### config.mk
export PLATFORM = sky130hd
export DESIGN_NAME = ps2_kbd_rx
export DESIGN_NICKNAME = d
export VERILOG_FILES = /design/src/rtl/ps2_kbd_rx.sv
export SDC_FILE = /design/constraint.sdc
export NUM_CORES = 1
export LEC_CHECK = 0
export CAP_MARGIN = 20
export CORE_MARGIN = 8
export CORE_UTILIZATION = 39
export DETAILED_ROUTE_END_ITERATION = 8
export DONT_BUFFER_PORTS = 1
export PLACE_DENSITY = 0.57
export REMOVE_ABC_BUFFERS = 1
export SETUP_SLACK_MARGIN = 0.02
export SLEW_MARGIN = 20
export SYNTH_ARGS = -nofsm -noshare
export SYNTH_HDL_FRONTEND = slang
export SYNTH_SLANG_ARGS = --single-unit
### constraint.sdc
create_clock -name clk_sys -period 6.25 [get_ports clk_sys]
set_input_delay 1.875 -clock clk_sys [delete_from_list [all_inputs] [get_ports clk_sys]]
set_output_delay 1.875 -clock clk_sys [all_outputs]
set_load 0.02 [all_outputs]
### src/rtl/ps2_kbd_rx.sv
// ps2_kbd_rx
// Receives the PS/2 keyboard stream in the clk_sys domain. It checks each
// 11-bit frame, folds the E0 (extended) and F0 (break) prefixes into one key
// event, and queues the events in a small FIFO.
//
// Optional feature macro: PS2_KBD_RX_TIMEOUT_EN. When it is defined, a partial
// frame is abandoned after TIMEOUT cycles with no PS/2 falling edge.
//
// Parameters:
//   FIFO_BITS    event FIFO depth = 2**FIFO_BITS entries
//   TIMEOUT      idle cycles before a partial frame is dropped (macro on)
// Ports:
//   clk_sys      system clock
//   reset        asynchronous, active-high reset
//   ps2_clk      PS/2 clock line (asynchronous)
//   ps2_data     PS/2 data line (asynchronous)
//   key_rd       pop the FIFO head (ignored when empty)
//   key_valid    FIFO not empty
//   key_code     scancode at the head (0 when empty)
//   key_pressed  1 = make, 0 = break (0 when empty)
//   key_extended E0 prefix seen (0 when empty)
//   frame_err    one-cycle pulse on a parity, stop or timeout error
//   overflow     sticky flag: an event was dropped because the FIFO was full
//
// state    | meaning
// ---------+---------------------------------------------
// S_IDLE   | waiting for a start bit (data=0 on a falling edge)
// S_DATA   | shifting in 8 data bits, LSB first
// S_PARITY | waiting for the parity bit
// S_STOP   | waiting for the stop bit; the frame is judged on its edge
module ps2_kbd_rx #(
  parameter int FIFO_BITS = 2,
  parameter int TIMEOUT   = 20000
) (
  input  logic       clk_sys,
  input  logic       reset,
  input  logic       ps2_clk,
  input  logic       ps2_data,
  input  logic       key_rd,
  output logic       key_valid,
  output logic [7:0] key_code,
  output logic       key_pressed,
  output logic       key_extended,
  output logic       frame_err,
  output logic       overflow
);

  typedef enum logic [1:0] {
    S_IDLE   = 2'd0,
    S_DATA   = 2'd1,
    S_PARITY = 2'd2,
    S_STOP   = 2'd3
  } state_t;

  localparam int DEPTH = 1 << FIFO_BITS;

  state_t r_state;
  state_t w_state_nxt;

  logic       r_clk_s1, r_clk_s2, r_clk_prev;
  logic       r_dat_s1, r_dat_s2;
  logic       w_fe;
  logic       w_bit;

  logic [2:0] r_bit_cnt;
  logic [7:0] r_shift;
  logic       r_parity;
  logic       r_ext_f;
  logic       r_brk_f;
  logic       r_frame_err;
  logic       r_overflow;

  logic       w_frame_done;
  logic       w_frame_ok;
  logic       w_is_prefix;
  logic       w_push_req;
  logic       w_bad;
  logic       w_timeout;

  logic [9:0]         r_mem [DEPTH];
  logic [FIFO_BITS:0] r_wptr, r_rptr;
  logic               w_empty, w_full;
  logic               w_pop, w_wr, w_drop;
  logic [9:0]         w_head;

  // Synchronizers reset to 1 so an idle-high line never looks like an edge.
  always_ff @(posedge clk_sys or posedge reset) begin
    if (reset) begin
      r_clk_s1   <= 1'b1;
      r_clk_s2   <= 1'b1;
      r_clk_prev <= 1'b1;
      r_dat_s1   <= 1'b1;
      r_dat_s2   <= 1'b1;
    end else begin
      r_clk_s1   <= ps2_clk;
      r_clk_s2   <= r_clk_s1;
      r_clk_prev <= r_clk_s2;
      r_dat_s1   <= ps2_data;
      r_dat_s2   <= r_dat_s1;
    end
  end

  assign w_fe  = r_clk_prev & ~r_clk_s2;
  assign w_bit = r_dat_s2;

`ifdef PS2_KBD_RX_TIMEOUT_EN
  localparam int TO_W = $clog2(TIMEOUT + 1);
  logic [TO_W-1:0] r_to_cnt;

  // An edge in the same cycle as the limit wins: the frame carries on.
  assign w_timeout = (r_state != S_IDLE) && !w_fe && (r_to_cnt == TO_W'(TIMEOUT));

  always_ff @(posedge clk_sys or posedge reset) begin
    if (reset) begin
      r_to_cnt <= '0;
    end else if (r_state == S_IDLE || w_fe || w_timeout) begin
      r_to_cnt <= '0;
    end else begin
      r_to_cnt <= r_to_cnt + 1'b1;
    end
  end
`else
  // TIMEOUT only matters when the timeout counter is built in.
  logic w_unused_timeout;
  assign w_unused_timeout = (TIMEOUT != 0);
  assign w_timeout        = 1'b0;
`endif

  always_ff @(posedge clk_sys or posedge reset) begin
    if (reset) begin
      r_state <= S_IDLE;
    end else begin
      r_state <= w_state_nxt;
    end
  end

  always_comb begin
    w_state_nxt  = r_state;
    w_frame_done = 1'b0;
    case (r_state)
      S_IDLE:   if (w_fe && !w_bit) w_state_nxt = S_DATA;
      S_DATA:   if (w_fe && r_bit_cnt == 3'd7) w_state_nxt = S_PARITY;
      S_PARITY: if (w_fe) w_state_nxt = S_STOP;
      S_STOP: begin
        if (w_fe) begin
          w_state_nxt  = S_IDLE;
          w_frame_done = 1'b1;
        end
      end
      default:  w_state_nxt = S_IDLE;
    endcase
    if (w_timeout) w_state_nxt = S_IDLE;
  end

  // Odd parity over data+parity, and the stop bit (sampled now) must be 1.
  assign w_frame_ok  = (^{r_shift, r_parity}) & w_bit;
  assign w_is_prefix = (r_shift == 8'hE0) || (r_shift == 8'hF0);
  assign w_push_req  = w_frame_done & w_frame_ok & ~w_is_prefix;
  assign w_bad       = (w_frame_done & ~w_frame_ok) | w_timeout;

  always_ff @(posedge clk_sys or posedge reset) begin
    if (reset) begin
      r_bit_cnt   <= '0;
      r_shift     <= '0;
      r_parity    <= 1'b0;
      r_ext_f     <= 1'b0;
      r_brk_f     <= 1'b0;
      r_frame_err <= 1'b0;
    end else begin
      r_frame_err <= w_bad;
      if (r_state == S_IDLE && w_fe && !w_bit) begin
        r_bit_cnt <= '0;
        r_shift   <= '0;
      end else if (r_state == S_DATA && w_fe) begin
        r_shift   <= {w_bit, r_shift[7:1]};
        r_bit_cnt <= r_bit_cnt + 1'b1;
      end
      if (r_state == S_PARITY && w_fe) r_parity <= w_bit;

      if (w_bad) begin
        r_ext_f <= 1'b0;
        r_brk_f <= 1'b0;
      end else if (w_frame_done && w_frame_ok) begin
        if (r_shift == 8'hE0) begin
          r_ext_f <= 1'b1;
        end else if (r_shift == 8'hF0) begin
          r_brk_f <= 1'b1;
        end else begin
          r_ext_f <= 1'b0;
          r_brk_f <= 1'b0;
        end
      end
    end
  end

  // Pointers carry one extra wrap bit so full and empty can be told apart.
  assign w_empty = (r_wptr == r_rptr);
  assign w_full  = (r_wptr[FIFO_BITS] != r_rptr[FIFO_BITS]) &&
                   (r_wptr[FIFO_BITS-1:0] == r_rptr[FIFO_BITS-1:0]);
  assign w_pop   = key_rd & ~w_empty;
  assign w_wr    = w_push_req & (~w_full | w_pop);
  assign w_drop  = w_push_req & w_full & ~w_pop;

  always_ff @(posedge clk_sys) begin
    if (w_wr) r_mem[r_wptr[FIFO_BITS-1:0]] <= {r_ext_f, ~r_brk_f, r_shift};
  end

  always_ff @(posedge clk_sys or posedge reset) begin
    if (reset) begin
      r_wptr     <= '0;
      r_rptr     <= '0;
      r_overflow <= 1'b0;
    end else begin
      if (w_wr)   r_wptr     <= r_wptr + 1'b1;
      if (w_pop)  r_rptr     <= r_rptr + 1'b1;
      if (w_drop) r_overflow <= 1'b1;
    end
  end

  // Head entry is masked so the outputs read 0 whenever the FIFO is empty.
  assign w_head       = r_mem[r_rptr[FIFO_BITS-1:0]];
  assign key_valid    = ~w_empty;
  assign key_code     = w_head[7:0] & {8{key_valid}};
  assign key_pressed  = w_head[8] & key_valid;
  assign key_extended = w_head[9] & key_valid;
  assign frame_err    = r_frame_err;
  assign overflow     = r_overflow;

endmodule

# [Word-level counts from Yosys, hierarchy flattened]
# Memories as Yosys holds them, arrays and structs flattened.
# Index checks and enable logic that the tools add are counted.
[op_classes] mux=21 n_addsub=3 n_bitwise=20 n_reduce_logical=17 eq_ne=15
[op_table] operator="$eq A8 B8 Y1 const B" n=2
[op_table] operator="$mux W8" n=2
[op_table] operator="$mux W1" n=12
[op_table] operator="$and A1 B1 Y1" n=11
[op_table] operator="$ne A2 B2 Y1 const B" n=5
[op_table] operator="$add A3 B1 Y3 const B" n=3
[op_table] operator="$reduce_xor A9 Y1" n=1
[op_table] operator="$and A8 B8 Y8" n=1
[op_table] operator="$logic_and A1 B1 Y1" n=8
[op_table] operator="$mux W2" n=4
[op_table] operator="$pmux W2 S4" n=1
[op_table] operator="$not A1 Y1" n=7
[op_table] operator="$mux W3" n=2
[op_table] operator="$eq A2 B2 Y1 const B" n=2
[op_table] operator="$reduce_and A2 Y1" n=2
[op_table] operator="$reduce_and A4 Y1" n=1
[op_table] operator="$reduce_bool A2 Y1" n=2
[op_table] operator="$eq A3 B3 Y1" n=1
[op_table] operator="$eq A3 B3 Y1 const B" n=1
[op_table] operator="$ne A3 B3 Y1 const B" n=1
[op_table] operator="$eq A2 B1 Y1 const B" n=1
[op_table] operator="$eq A2 B2 Y1" n=1
[op_table] operator="$logic_not A2 Y1" n=1
[op_table] operator="$logic_not A1 Y1" n=1
[op_table] operator="3 further kinds" n=3
[word_totals] out_inout_bits=13 memories=1 ramBits=40 reg_bits=29 inputBits=5
[memory_table] memory="r_mem" depth=4 word_bits=10 read_ports=1 rd_ports_with_merged_regs=0 write_ports=1 line="80" rtl="logic [9:0] r_mem [DEPTH];"

# [Depth between registers and ports, before layout]
[depth] word_depth=9 mapped_depth=7 mapped_depth_nobuf=7

# [Worst setup path after synthesis]
# OpenSTA, ideal clock, no wires.
[synth_timing] path_type="reg2out" start="register r_rptr[0]" end="output key_code[1]" path_stages_with_launch=4 t_required_ns=4.375 setup_slack_ns=2.933 t_arrival_ns=1.442 cell_sequence="dfrtp_1 -> buf_2 -> mux4_2 -> and2_1"
[synth_between] elab_chain_len=3
[synth_rtl] element="start: declaration" line="81" rtl="logic [FIFO_BITS:0] r_wptr, r_rptr;"
[synth_rtl] element="start signal: assignment" line="215" rtl="if (w_pop) r_rptr <= r_rptr + 1'b1;"
[synth_rtl] element="parallel branches: the longest is 2 deep, another holds $mem_v2 Z4 W10"
[synth_rtl] element="$and A8 B8 Y8 *" line="223" rtl="assign key_code = w_head[7:0] & {8{key_valid}};"
[synth_rtl] element="end: declaration" line="41" rtl="output logic [7:0] key_code,"
# Every way passes the cells marked *.

# [Worst setup path after layout]
[layout_timing] start="register r_rptr[0]" end="output key_code[4]"
[layout_between] elab_chain_len=3
[layout_rtl] element="$eq A3 B3 Y1" line="197" rtl="assign w_empty = (r_wptr == r_rptr);"
[layout_rtl] element="$not A1 Y1" line="222" rtl="assign key_valid = ~w_empty;"
[layout_rtl] element="via key_valid" line="40" rtl="output logic key_valid,"
[layout_rtl] element="$and A8 B8 Y8" line="223"
# The timed path passes the listed nets, and every way through them passes these cells.

==> summary.txt <==
Final hold viol count: 0
CTS tree: yes
PwrDens: 459 nW/um2
Main combinational cell family by area after synthesis: simple AND/OR/NAND/NOR gates
Synth Area per Inst: 14.6 um2
Post-CTS Resized: 0
Seq/Total Area, Yosys: 65.4%
Worst slew margin: 49.0%
H-tree levels: 3
Max-cap check violation count: 0
Count leader, synth: edfxtp_1
I/O pin total: 18
Fin. max-slew vios: 0
Synth Area in XOR/XNOR: 5.46%
Vias/cell: 4.86
YS warnings: 0
Placed Area: 3070 um2
Vias in the first global route: 1568
Worst EP arrival: 2.31 ns
Port Buf Inserts: 0
Worst Reg-to-Reg Cells: 5
Setup WS pre-CTS: 2.36 ns
Synth top area share: 40.6%
Status: completed
Crit end category: output port
Fin worst setup slack: 2.07 ns
Share of layout cells above drive strength 1: 19.2%
R2R setup slack: 3.84 ns
Antenna viol nets, final: 0
Core Box Area: 7290 um2
Leak pwr: 0.00126 uW
Worst Path Max Fanout: 13
Proportion of synthesized area in mux cells: 8.51%
Post-detail-place hpwl: 3160 um
Post-synth EDFFs: 40
Number of fillers in the final layout: 678
Post-CTS setup buffers: 0
Hold Path Sink: r_dat_s2
Critical path class: reg2out
Asr flop ratio synth: 42.0%
Largest area contributor in the netlist: edfxtp_1
CP Buf/Inv Count: 0
Initial core utilization: 40.5%
Hold buffers post-CTS: 0
Critical Path RT: 4.38 ns
Rows: 31
Maximum vdd drop: 240 uV
Pin count of the biggest net entering global routing: 30
Clock sink total: 69
Fin crit share: 66.9%
Clk_lat worst skew: 0.34 ns
Clk Tree Root Cell: clkbuf_8
Top cells by area, synth: edfxtp_1 41%, dfrtp_1 20%, mux4_2 7.6%
Clock Tree Buf Depth: 2
Reg-to-Reg Start: r_shift[1]
Commonest cells post-synth: 40 x edfxtp_1, 24 x dfrtp_1, 18 x nand2_1
Clock Skews: 0.00626 ns
Hold WC Path Type: reg2reg
Worst hold start: r_dat_s1
Vias: 1516
Worst-Margin Slew: 0.766 ns
Synth Area in Compound Gates: 3.55%
First-pass GRT wire length: 8210 um
Distinct cells, synth: 32
Cells after Synth: 202
DIE HEIGHT: 103 um
RSZ-0062 raised after global routing: false
DR WL/cell: 15.6 um
Cell Area, Synth: 2960 um2
RR Endpoint: r_mem[3][2]
Setup violations, final: 0
NumNets Final: 224
Design area: 3260 um2
GRT Overall Usage: 10.7%
Startpoint types: register
Die W: 103 um
Antenna cell count: 0
Slowest cell on crit path: dfrtp_1
Drt first pass iters: 4
Min cycle time layout: 4.18 ns
Fmax: 239 MHz
Post-Route WL: 4880 um
Die area: 10600 um2
Clock-pin transition on the worst setup and hold timing paths: 0.07 ns
Initial antenna violation count: 0
Crit-path cells: xnor2_1, nand3_1, and2_1
CP Launch Point: r_rptr[0]
Post-synthesis adder-cell area fraction: 4.66%
DRC Markers: 0
Post-synthesis register bit count: 69
Iteration-0 DRC Markers: 50
Area growth from synthesis to layout: 10.2%
Crit path largest cell delay: 0.84 ns
GR Overflow Total: 0
Placer Congestion: 0.754
Post-Synth Simple-Gate Area: 10.4%
TNS Setup: 0 ns
Family with the most delay on the worst path: simple AND/OR/NAND/NOR gates
Hold Path Stages: 0
Main synth FF type: edfxtp_1
CTS Buf Count: 9
-- registers in the layout, indices dropped and copies added (netlist names), 2 cells and up --
name       count
r_wptr         3
r_bit_cnt      3
r_rptr         3
r_shift        8
r_mem         40
r_state        2
-- per-stage QoR --
stage	util, %	hold WS (ns)	std cells	power, uW
after floorplan	-	0.345	195	1060
after global placement	42.1	0.346	296	1160
after detailed placement	42.1	0.347	296	1160
after CTS	44.7	0.358	312	1520
after global routing	44.7	0.362	312	1600
final	44.7	0.357	312	1500
-- where the power goes --
| part | total (uW) | internal, uW | switching [uW] |
|---|---|---|---|
| registers | 677 | 567 | 110 |
| logic | 469 | 214 | 255 |
| clock network | 351 | 184 | 167 |
| total | 1500 | 965 | 533 |
-- layout make-up --
class                      instances  area [um2]  share of cell area (%)
sequential                        69        1930                    59.3
clock buffer                      10         128                    3.92
tap                               99         124                    3.80
multi-input combinational        117         962                    29.5
timing repair buffer               2        15.0                   0.461
inverter                           9        33.8                    1.04
clock inverter                     6        63.8                    1.96
-- worst max-delay path by stage --
stage | endpoint | depth (start not counted) | slack, ns
after global routing | key_code[4] | 3 | 1.82
final | key_code[4] | 3 | 2.07
after floorplan | key_code[0] | 3 | 2.77
after detailed placement | key_code[2] | 3 | 2.36
after global placement | key_code[2] | 3 | 2.41
after CTS | key_code[2] | 3 | 1.95
-- cells in the final DEF, fill, tap and decap left out, types with 10 or more instances in the layout --
cell type,n
mux4_2,10
edfxtp_1,40
and2_1,11
ha_1,11
nand3_1,12
xnor2_1,10
nand2_1,18
dfrtp_1,24
a21oi_1,13
-- cells by family after synthesis --
group / count (synthesis)
XOR/XNOR: 15
AND/OR/NAND/NOR: 60
multiplexers: 12
AO/OA/AOI/OAI: 19
flip-flops: 69
buffers and inverters: 16
adder cells (fa/ha/maj): 11
-- metal layers --
metal	global-route usage [%]	share of wire, %
met1	13.9	46
met2	15.7	46
met3	5.06	6.2
met4	2.67	1.1
met5	0	0
-- worst register-to-register path, cell delays in order (launching register included) --
cell and delay, ns:
dfrtp_1 0.49, xnor2_1 0.20, xnor3_2 0.46, xnor2_2 0.28, nand4_1 0.19, inv_1 0.42
Note: power is estimated with default switching activity, not from simulation.
